<file path="src/rtl/lc_otp_prog_pkg.sv">
`default_nettype none
// ============================================================================
// Module      : lc_otp_prog_pkg
// Description : FSM state encodings and helpers for lc_otp_prog_initiator.
// Revision    : 1.0 - initial release
// ============================================================================
package lc_otp_prog_pkg;

    localparam int unsigned c_STATE_WIDTH = 6;

    // Sparse encodings, every pair differs in at least three bits
    localparam logic [c_STATE_WIDTH-1:0] c_IDLE_ENC  = 6'b101001;
    localparam logic [c_STATE_WIDTH-1:0] c_REQ_ENC   = 6'b010011;
    localparam logic [c_STATE_WIDTH-1:0] c_DONE_ENC  = 6'b110100;
    localparam logic [c_STATE_WIDTH-1:0] c_ERROR_ENC = 6'b001110;

    typedef enum logic [c_STATE_WIDTH-1:0] {
        IdleSt  = c_IDLE_ENC,
        ReqSt   = c_REQ_ENC,
        DoneSt  = c_DONE_ENC,
        ErrorSt = c_ERROR_ENC
    } lc_otp_prog_state_e;

    // Counter width able to hold 0..timeout, never narrower than one bit
    function automatic int unsigned tmo_cnt_width(input int unsigned timeout);
        int unsigned w;
        w = $clog2(timeout + 1);
        return (w < 1) ? 1 : w;
    endfunction

endpackage : lc_otp_prog_pkg
`default_nettype wire

</file>
<file path="src/rtl/otp_ctrl_pkg.sv">
`default_nettype none
// ============================================================================
// Module      : otp_ctrl_pkg
// Description : Life-cycle state/count encodings and the LC program port
//               request/response types shared with the OTP controller.
// Revision    : 1.0 - initial release
// ============================================================================
package otp_ctrl_pkg;

    // Life-cycle states as programmed into OTP (compact encodings)
    typedef enum logic [15:0] {
        LcStRaw           = 16'h0000,
        LcStTestUnlocked0 = 16'h1c3a,
        LcStDev           = 16'h2e55,
        LcStProd          = 16'h4b93,
        LcStProdEnd       = 16'h76a1,
        LcStRma           = 16'h8d4c,
        LcStScrap         = 16'hf0e7
    } lc_state_e;

    // Life-cycle transition counter values
    typedef enum logic [7:0] {
        LcCnt0 = 8'h00,
        LcCnt1 = 8'h13,
        LcCnt2 = 8'h25,
        LcCnt3 = 8'h36,
        LcCnt4 = 8'h4a,
        LcCnt5 = 8'h59,
        LcCnt6 = 8'h6f,
        LcCnt7 = 8'h7c
    } lc_cnt_e;

    typedef struct packed {
        logic      req;
        lc_state_e state;
        lc_cnt_e   count;
    } lc_otp_program_req_t;

    typedef struct packed {
        logic err;
        logic ack;
    } lc_otp_program_rsp_t;

endpackage : otp_ctrl_pkg
`default_nettype wire

</file>
<file path="src/rtl/lc_otp_prog_tmo_cnt.sv">
`default_nettype none
// ============================================================================
// Module      : lc_otp_prog_tmo_cnt
// Description : Saturating timeout counter with clear, enable and an
//               expired flag. LIMIT = 0 disables it (held at zero).
// Revision    : 1.0 - initial release
// ============================================================================
module lc_otp_prog_tmo_cnt #(
    parameter int unsigned LIMIT = 4096,
    parameter int unsigned WIDTH = 13
) (
    input  logic clk_i,
    input  logic rst_ni,
    input  logic clr_i,
    input  logic en_i,
    output logic expired_o
);

    // Count value at which the wait is considered expired; also the saturation point
    localparam logic [WIDTH-1:0] c_LAST = (LIMIT == 0) ? '0 : WIDTH'(LIMIT - 1);

    logic [WIDTH-1:0] r_cnt;

    // Count while enabled, stop at the last value so it never wraps
    always_ff @(posedge clk_i or negedge rst_ni) begin
        if (!rst_ni) begin
            r_cnt <= '0;
        end else if (clr_i) begin
            r_cnt <= '0;
        end else if (en_i && (LIMIT != 0) && (r_cnt != c_LAST)) begin
            r_cnt <= r_cnt + WIDTH'(1);
        end
    end

    generate
        if (LIMIT != 0) begin : g_tmo_on
            assign expired_o = (r_cnt == c_LAST);
        end else begin : g_tmo_off
            assign expired_o = 1'b0;
        end
    endgenerate

endmodule : lc_otp_prog_tmo_cnt
`default_nettype wire

</file>
<file path="src/rtl/lc_otp_prog_initiator.sv">
`default_nettype none
// ============================================================================
// Module      : lc_otp_prog_initiator
// Description : LC-side initiator of the OTP life-cycle program handshake.
//               Latches a one-shot command, holds a stable request until
//               ack or timeout, and reports done/err/timeout.
// Revision    : 1.0 - initial release
// ============================================================================
module lc_otp_prog_initiator
    import otp_ctrl_pkg::*;
    import lc_otp_prog_pkg::*;
#(
    parameter int unsigned TIMEOUT_CYCLES = 4096,
    parameter int unsigned TMO_CNT_WIDTH  = tmo_cnt_width(TIMEOUT_CYCLES)
) (
    input  logic                clk_i,
    input  logic                rst_ni,
    input  logic                start_i,
    input  lc_state_e           target_state_i,
    input  lc_cnt_e             target_count_i,
    output lc_otp_program_req_t lc_otp_program_o,
    input  lc_otp_program_rsp_t lc_otp_program_i,
    output logic                busy_o,
    output logic                done_o,
    output logic                err_o,
    output logic                timeout_o,
    output logic                spurious_ack_o,
    output logic                fsm_err_o
);

    lc_otp_prog_state_e r_state;
    lc_otp_prog_state_e w_state_next;

    lc_state_e r_tgt_state;
    lc_cnt_e   r_tgt_count;

    logic r_req;
    logic r_busy;
    logic r_done;
    logic r_err;
    logic r_timeout;
    logic r_spurious;
    logic r_fsm_err;

    logic w_accept;
    logic w_done_err;
    logic w_done_tmo;
    logic w_tmo_expired;

    lc_otp_prog_tmo_cnt #(
        .LIMIT (TIMEOUT_CYCLES),
        .WIDTH (TMO_CNT_WIDTH)
    ) u_tmo_cnt (
        .clk_i     (clk_i),
        .rst_ni    (rst_ni),
        .clr_i     (w_accept),
        .en_i      (r_state == ReqSt),
        .expired_o (w_tmo_expired)
    );

    // Next-state logic; ack takes priority over the timeout boundary
    always_comb begin
        w_state_next = r_state;
        w_accept     = 1'b0;
        w_done_err   = 1'b0;
        w_done_tmo   = 1'b0;
        case (r_state)
            IdleSt: begin
                if (start_i) begin
                    w_accept     = 1'b1;
                    w_state_next = ReqSt;
                end
            end
            ReqSt: begin
                if (lc_otp_program_i.ack) begin
                    w_state_next = DoneSt;
                    w_done_err   = lc_otp_program_i.err;
                end else if (w_tmo_expired) begin
                    w_state_next = DoneSt;
                    w_done_err   = 1'b1;
                    w_done_tmo   = 1'b1;
                end
            end
            DoneSt:  w_state_next = IdleSt;
            ErrorSt: w_state_next = ErrorSt;
            default: w_state_next = ErrorSt;
        endcase
    end

    // State register
    always_ff @(posedge clk_i or negedge rst_ni) begin
        if (!rst_ni) begin
            r_state <= IdleSt;
        end else begin
            r_state <= w_state_next;
        end
    end

    // Command latch; reloads only on an accepted start
    always_ff @(posedge clk_i or negedge rst_ni) begin
        if (!rst_ni) begin
            r_tgt_state <= lc_state_e'('0);
            r_tgt_count <= lc_cnt_e'('0);
        end else if (w_accept) begin
            r_tgt_state <= target_state_i;
            r_tgt_count <= target_count_i;
        end
    end

    // Registered outputs derived from the state being entered
    always_ff @(posedge clk_i or negedge rst_ni) begin
        if (!rst_ni) begin
            r_req      <= 1'b0;
            r_busy     <= 1'b0;
            r_done     <= 1'b0;
            r_err      <= 1'b0;
            r_timeout  <= 1'b0;
            r_spurious <= 1'b0;
            r_fsm_err  <= 1'b0;
        end else begin
            r_req      <= (w_state_next == ReqSt);
            r_busy     <= (w_state_next == ReqSt);
            r_done     <= (w_state_next == DoneSt);
            r_err      <= w_done_err;
            r_timeout  <= w_done_tmo;
            r_spurious <= lc_otp_program_i.ack && (r_state != ReqSt);
            r_fsm_err  <= r_fsm_err || (w_state_next == ErrorSt);
        end
    end

    assign lc_otp_program_o.req   = r_req;
    assign lc_otp_program_o.state = r_tgt_state;
    assign lc_otp_program_o.count = r_tgt_count;

    assign busy_o         = r_busy;
    assign done_o         = r_done;
    assign err_o          = r_err;
    assign timeout_o      = r_timeout;
    assign spurious_ack_o = r_spurious;
    assign fsm_err_o      = r_fsm_err;

endmodule : lc_otp_prog_initiator
`default_nettype wire

</file>
<file path="config.mk">
export PLATFORM = sky130hd
export DESIGN_NAME = lc_otp_prog_initiator
export DESIGN_NICKNAME = d
export VERILOG_FILES = /design/src/rtl/lc_otp_prog_pkg.sv /design/src/rtl/otp_ctrl_pkg.sv /design/src/rtl/lc_otp_prog_tmo_cnt.sv /design/src/rtl/lc_otp_prog_initiator.sv
export SDC_FILE = /design/constraint.sdc
export NUM_CORES = 1
export LEC_CHECK = 0
export CORE_MARGIN = 4
export CORE_UTILIZATION = 40
export CTS_CLUSTER_DIAMETER = 200
export DETAILED_ROUTE_END_ITERATION = 16
export HOLD_SLACK_MARGIN = 0.15
export PLACE_DENSITY = 0.69
export SETUP_SLACK_MARGIN = 0.1
export SYNTH_ARGS = -nofsm -noshare
export SYNTH_HDL_FRONTEND = slang
export SYNTH_SLANG_ARGS = --single-unit
</file>
<file path="constraint.sdc">
create_clock -name clk_i -period 3.88 [get_ports clk_i]
set_clock_uncertainty 0.2 [all_clocks]
set_input_delay 0.776 -clock clk_i [delete_from_list [all_inputs] [get_ports clk_i]]
set_output_delay 0.776 -clock clk_i [all_outputs]
set_load 0.01 [all_outputs]
</file>
# After elaboration in Yosys (flattened, before gate mapping)

Cells that the tools add are included.

Mux-type cells: 13
Equal/unequal tests: 9
Add/subtract/negate cells: 1
Reductions and logical operators: 4

Operators by type and width:

| kind                                                     | count |
|---|---|
| two-way mux 13 bit                                       | 2 |
| == test 6 bit (second input constant)                    | 3 |
| two-way mux 6 bit                                        | 3 |
| case mux 6 bit (3 select lines)                          | 1 |
| adder 13 x 1 -> 13 bit (second input constant)           | 1 |
| == test 13 x 12 -> 1 bit (second input constant)         | 1 |
| inequality test 13 x 12 -> 1 bit (second input constant) | 1 |
| == test 6 x 5 -> 1 bit (second input constant)           | 2 |
| two-way mux 1 bit                                        | 7 |
| == test 6 x 4 -> 1 bit (second input constant)           | 1 |
| inequality test 6 x 5 -> 1 bit (second input constant)   | 1 |
| logical AND 1 bit                                        | 2 |
| nonzero test 2 bit                                       | 1 |
| logical OR 1 bit                                         | 1 |

Logic and storage cells: 37
Register bits: 49

# Depth between registers and ports, before layout

Gate-level depths: netlist of the first run.

Depth after elaboration: 6
Gate-level depth with buffers: 6

# Cells and area by module

Synthesis of the first run repeated with hierarchy kept, for this count alone.

Cells, all modules: 170
Area total of the unflattened synthesis: 2182.1 um^2

By module, submodules not included:

| module                | cells an instance | area each (um^2) | seq. area each (um^2) | instances |
|---|---|---|---|---|
| lc_otp_prog_initiator | 92                | 1462.7           | 904.6                 | 1 |
| lc_otp_prog_tmo_cnt   | 78                | 719.4            | 325.3                 | 1 |

# Least setup slack after synthesis of the first run

Ideal clock, no wire load.

Path type: register -> register
Start: register u_tmo_cnt.r_cnt[0]
End: register u_tmo_cnt.r_cnt[3]
Setup time: 0.077 ns
Arrival: 1.603 ns
Path buffers: 0
Data required time: 3.603 ns
Cell stages (with the launch flop): 6
Slack: 1.999 ns
Path through: dfrtp_1 -> ha_1 -> and3_1 -> and4bb_4 -> or4_1 -> a21oi_1

Cells in the longest elaborated chain, start to end: 3

RTL lines:

| item                                                                              | RTL line                                             | RTL |
|---|---|---|
| from (decl)                                                                       | lc_otp_prog_tmo_cnt.sv:22                            | `logic [WIDTH-1:0] r_cnt;` |
| from (signal assigned)                                                            | lc_otp_prog_tmo_cnt.sv:31                            | `r_cnt <= r_cnt + WIDTH'(1);` |
| adder 13 x 1 -> 13 bit / inequality test 13 x 12 -> 1 bit (equally long branches) | lc_otp_prog_tmo_cnt.sv:31, lc_otp_prog_tmo_cnt.sv:30 |  |
| two-way mux 13 bit / logical AND 1 bit (equally long branches)                    | lc_otp_prog_tmo_cnt.sv:30                            | `end else if (en_i && (LIMIT != 0) && (r_cnt != c_LAST)) begin` |
| two-way mux 13 bit / nonzero test 2 bit (equally long branches)                   | -                                                    |  |

Several ways; a longest one is shown, not always the timed one. The select of a mux whose other input is x is not followed.
A chain may end at the register's enable or synchronous reset.

# Worst setup path in the final report of the first run

Start: input port start_i
End: register r_tgt_state[5]

Cells in the longest elaborated chain, start to end: 2

RTL lines:

| item                 | RTL line                     | RTL |
|---|---|---|
| from (decl)          | lc_otp_prog_initiator.sv:18  | `input logic start_i,` |
| two-way mux 1 bit    | lc_otp_prog_initiator.sv:69  | `if (start_i) begin` |
| two-way mux 1 bit    | lc_otp_prog_initiator.sv:67  | `case (r_state)` |
| to (signal assigned) | lc_otp_prog_initiator.sv:102 | `r_tgt_state <= lc_state_e'('0);` |
| to (signal assigned) | lc_otp_prog_initiator.sv:105 | `r_tgt_state <= target_state_i;` |
| to (decl)            | lc_otp_prog_initiator.sv:34  | `lc_state_e r_tgt_state;` |

No other way between the ends.

==> results of run 1 <==
## worst max path at each step
stage                                   from                  to  slack [ps]
after floorplan           u_tmo_cnt.r_cnt[0]  u_tmo_cnt.r_cnt[3]        2000
final                                start_i      r_tgt_state[5]        1540
after global routing                 start_i     r_tgt_state[15]        1420
after CTS                            start_i      r_tgt_state[5]        1520
after global placement               start_i      r_tgt_count[1]        1230
after detailed placement             start_i      r_tgt_state[5]        1200
## power breakdown
| group | switching, mW | internal (mW) |
|---|---|---|
| clock | 0.156 | 0.127 |
| sequential | 0.0171 | 0.533 |
| combinational | 0.0440 | 0.0636 |
## stage by stage
stage / instance area, um^2 / setup slack [ps] / total power [mW] / instances / util
detailed placement: 2740 / 1196 / 0.6691 / 335 / 0.5365
CTS: 2821 / 1519 / 0.9552 / 343 / 0.5524
global placement: 2740 / 1230 / 0.6673 / 335 / 0.5365
finish: 2821 / 1542 / 0.9412 / 343 / 0.5524
global route: 2821 / 1423 / 0.9865 / 343 / 0.5524
floorplan: 2102 / 1999 / 0.5906 / 214 / -
## worst max-delay path, stage by stage
cell,delay [ps]
clkdlybuf4s50_1,490
nand3_1,490
buf_4,410
nand2_1,90
nand2_1,60
## logic make-up after synthesis
logic type | after synthesis | synth area share
mux | 1 | 0.004762
compound gates | 34 | 0.1036
fa+ha+maj | 1 | 0.005951
buf+inv | 13 | 0.02916
flops | 49 | 0.5851
simple gates | 116 | 0.2714
## registers in the layout, indices dropped and copies added (netlist names)
signal           count
u_tmo_cnt.r_cnt     13
timeout_o            1
r_tgt_state         16
fsm_err_o            1
r_state              6
busy_o               1
err_o                1
done_o               1
spurious_ack_o       1
r_tgt_count          8
## Yosys cell counts, drive strengths merged, types with 2 or more instances
cell,number
o21a,2
nand4,2
dfrtp,46
o31ai,8
and4bb,4
nor3,3
inv,3
and2,2
nand3,5
and3,4
dfstp,3
and4,2
a21oi,9
clkbuf,4
nand2,78
o21ai,7
or4,5
o211ai,2
buf,6
a21o,3
nor2,3
or3,3
## routing by layer
metal  part of all wire  routed length, um
met1               0.45               2085
met2               0.45               2056
met5                  0                  0
met3              0.095                440
met4             0.0065                 30
## layout make-up
cell class | count | share of cell area
Clock buffer | 7 | 0.02705
Clock inverter | 1 | 0.001774
Inverter | 3 | 0.003991
Multi-Input combinational cell | 152 | 0.2874
Sequential cell | 49 | 0.4359
Tap cell | 70 | 0.03104
Timing Repair Buffer | 61 | 0.2129
==> out/results.txt, run 1 <==
H-tree depth = 2
Tot GR Track Use = 0.1559
type of destination of the critical path = flop
IO Count = 60
layout cells sized above 1 = 0.06960
Power Density = 333.6 nW/um^2
most frequent cells in the layout = 77 x nand2_1, 58 x clkdlybuf4s50_1, 46 x dfrtp_1, 9 x a21oi_1, 8 x o31ai_1
grt met1 use = 0.1896
final setup vio count = 0
Seq. cell area = 1230 um^2
Syn Std Cell Area = 2102 um^2
CTS tree = done
Hold/Removal Path Class = reg2reg
area delta synth->final = 34.23%
global route total overflow = 0
number of synthesized flops with an enable pin = 0
share of the synthesized area in the top cell type = 0.5476
CP Max Fanout = 17
Cell variety after synth = 36
hold path depth = 1
RSZ-0062 raised after global routing = false
FILL cells = 476
routing usage on met3 = 0.06614
Synth Register Bits = 49
drt drc = 0
Async SR Flop Fraction = 1.000
LEAKAGE = 1.286 nW
Die Span Y = 80.49 um
WS Path Type = in2reg
Inserted Clock Buffers = 5
Post-CTS Setup Bufs = 0
Primary FF master, synth = dfrtp_1
final hold viol count = 0
reg2reg path depth = 5
# nets final = 302
CTS clock-pin slew for the worst setup and hold paths = 80 ps
Max-Cap Viols = 0
routed len/inst = 13.45 um
die width = 80.49 um
VDD IR max = 254.7 uV
Cells after Synth = 214
Area contributors post-synth = dfrtp_1 55%, nand2_1 14%, dfstp_2 3.8%, o31ai_1 2.9%, a21oi_1 2.1%
final worst path period share = 0.6026
hold_sp = fsm_err_o
Root Driver = clkbuf_8
Fin Hold WS = 265.5 ps
hold buffer count at CTS = 0
Multi-input gate area = 810.8 um^2
largest net degree at the start of global routing = 50
Max-slew headroom = 0.2939
ant diodes = 0
most common cell after layout, fill and taps aside = nand2_1
busiest grt layer = met2
Pre-antenna DRT Iters = 4
1st-iter DRT viols = 88
worst skew pair latency = 290 ps
clk buf depth = 2
CP startpoint kind = input port
hpwl dp = 3159 um
antenna violations before repair = 0
top cell type by total area after synthesis = dfrtp_1
Synth Warn # = 0
fin crit period = 2338 ps
reg2reg start = r_state[5]
vias in the first global route = 1817
syn_area_per_cell = 9.823 um^2
RePlAce Congestion = 0.7637
grt met2 use = 0.2583
critical path arrival = 2320 ps
post_cts resized = 0
antenna viol nets, final = 0
WL final = 4613 um
Core Area = 5107 um^2
register area share after synthesis = 0.5851
via count = 1726
first-pass GRT wire length = 8010 um
Sink Count = 49
Post-Synthesis Net Count = 244
CP Data Required Time = 3860 ps
hold path endpoint = fsm_err_o
reg2reg end = r_tgt_state[5]
Slew Viols, Final = 0
Setup TNS Final = 0 ps
Buffers on Ports = 59
fmax = 427.7 MHz
number of placement rows = 26
drt via density = 5.032
Worst Max-Slew Pin Slew = 1059 ps
Worst R2R Setup Slack = 1630 ps
Starting Density = 0.4116
status = completed
die area = 6479 um^2
Note: power is estimated with default switching activity, not from simulation.
==> inputs of run 2 (changes only) <==
==> constraint.sdc (replaced) <==
create_clock -name clk_i -period 2.4 [get_ports clk_i]
set_clock_uncertainty 0.2 [all_clocks]
set_input_delay 0.48 -clock clk_i [delete_from_list [all_inputs] [get_ports clk_i]]
set_output_delay 0.48 -clock clk_i [all_outputs]
set_load 0.01 [all_outputs]
==> out/results.txt, run 2 (same netlist as run 1, synthesis figures left out) <==
status = completed
most frequent cells in the layout = 77 x nand2_1, 58 x clkdlybuf4s50_1, 46 x dfrtp_1, 9 x a21oi_1, 8 x o31ai_1
LEAKAGE = 1.325 nW (+3.1%)
type of destination of the critical path = flop
fin util = 0.5681 (+0.01568)
final worst path period share = 0.8500
via count = 1747 (+1.2%)
CP peak stage delay = 480 ps (about the same)
RePlAce Congestion = 0.7732 (+1.2%)
Sink Count = 49 (unchanged)
IO Count = 60 (unchanged)
final hold viol count = 0 (unchanged)
# nets final = 306 (+1.3%)
CP max stage cell = or4_1
fin crit period = 2040 ps
Layout Cells excl Fill = 347 (+1.2%)
area delta synth->final = 38.04%
CP startpoint kind = flop
CTS tree = done
drt drc = 0 (unchanged)
Tot GR Track Use = 0.1549 (-0.001029)
Placed Area = 2775 um^2 (+1.3%)
Worst Max-Slew Pin Slew = 557.6 ps (-501.6 ps)
Starting Density = 0.4116 (unchanged)
Pre-antenna DRT Iters = 4 (unchanged)
number of placement rows = 26 (unchanged)
fmax = 490.2 MHz
WS Path Type = reg2reg
VDD IR max = 280.4 uV (+10%)
ant diodes = 0 (unchanged)
Biggest register = r_tgt_state
Core Area = 5107 um^2 (unchanged)
Post-Place Worst Slack = 398.4 ps (-797.6 ps)
Slew Viols, Final = 0 (unchanged)
hpwl dp = 3303 um (+4.5%)
WL final = 4684 um (+1.5%)
reg2reg start = u_tmo_cnt.r_cnt[0]
Hold/Removal Path Class = reg2reg
1st-iter DRT viols = 98 (+11%)
fin area = 2902 um^2 (+2.8%)
Max-Cap Viols = 0 (unchanged)
CP Cell Sequence = ha_1 -> and3_1 -> and4bb_4 -> or4_1 -> a21oi_1
drt via density = 5.035 (about the same)
worst skew pair latency = 290 ps (about the same)
vias in the first global route = 1723 (-5.2%)
routed len/inst = 13.50 um (+0.37%)
Root Driver = clkbuf_8
worst setup margin = 360.1 ps (-1182 ps)
first-pass GRT wire length = 7928 um (-1.0%)
critical path arrival = 2060 ps (-260 ps)
die area = 6479 um^2 (unchanged)
Max-slew headroom = 0.6283 (+0.3344)
Buffers on Ports = 59 (unchanged)
Die Span Y = 80.49 um (unchanged)
FILL cells = 469 (-1.5%)
antenna violations before repair = 0 (unchanged)
Inserted Clock Buffers = 5 (unchanged)
CTS clock-pin slew for the worst setup and hold paths = 90 ps (about the same)
layout cells sized above 1 = 0.08303 (+0.01344)
largest registers = r_tgt_state: 16 flops, u_tmo_cnt.r_cnt: 13 flops, r_tgt_count: 8 flops
Setup TNS Final = 0 ps (unchanged)
Placed Cells = 338 (+0.90%)
Power Density = 578.2 nW/um^2 (+73%)
Fin Hold WS = 274.0 ps (+8.448 ps)
max reg flops = 16 (unchanged)
global route total overflow = 0 (unchanged)
die width = 80.49 um (unchanged)
worst setup path startpoint = u_tmo_cnt.r_cnt[0]
post_cts resized = 0 (unchanged)
CP Max Fanout = 16 (-1)
CP Data Required Time = 2420 ps (-1440 ps)
antenna viol nets, final = 0 (unchanged)
clk buf depth = 2 (unchanged)
RSZ-0062 raised after global routing = false
Design Power = 1.678 mW (+78%)
hold_sp = fsm_err_o
H-tree depth = 2 (unchanged)
largest net degree at the start of global routing = 28 (-44%)
final setup vio count = 0 (unchanged)
most common cell after layout, fill and taps aside = nand2_1
## run 2: final timing paths
check	slack, ps	cells past startpoint	to
hold reg to reg	270	1	fsm_err_o
setup reg to reg	360	5	u_tmo_cnt.r_cnt[3]
min in group asynchronous	500	2	spurious_ack_o
hold / removal	270	1	fsm_err_o
max in group asynchronous	970	3	u_tmo_cnt.r_cnt[0]
setup / recovery	360	5	u_tmo_cnt.r_cnt[3]
## run 2: cell type report
type / instances / area (um^2) / area share
sequential: 49 / 1230 / 0.4239
multi-input combinational: 152 / 810.8 / 0.2794
timing repair buffer: 65 / 645.6 / 0.2225
tap: 70 / 87.58 / 0.03019
clock buffer: 7 / 86.33 / 0.02975
clock inverter: 1 / 30.03 / 0.01035
inverter: 3 / 11.26 / 0.003881
## run 2: layer usage
metal  up-vias  share of wire  global-route usage
li1        855              -                   -
met1       829           0.46              0.2088
met2        59           0.43              0.2318
met3         4           0.10             0.06502
met4         0         0.0047             0.03547
met5         -              0                   0
## run 2: power by group
part / internal (mW) / switching (mW) / total (mW)
clock: 0.340 / 0.269 / 0.609
combinational: 0.107 / 0.0717 / 0.179
sequential: 0.863 / 0.0276 / 0.890
total: 1.31 / 0.368 / 1.68
## run 2: what timing repair did
action,CTS,global route
buffers inserted,0,0
endpoints found under the hold margin,19,0
hold buffers,1,0
## run 2: worst max-delay path, delay by kind of cell, from the launching register on
kind            cells  cell delay, ps
compound gates      1             150
fa+ha+maj           1             240
flops               1             420
simple gates        3             960
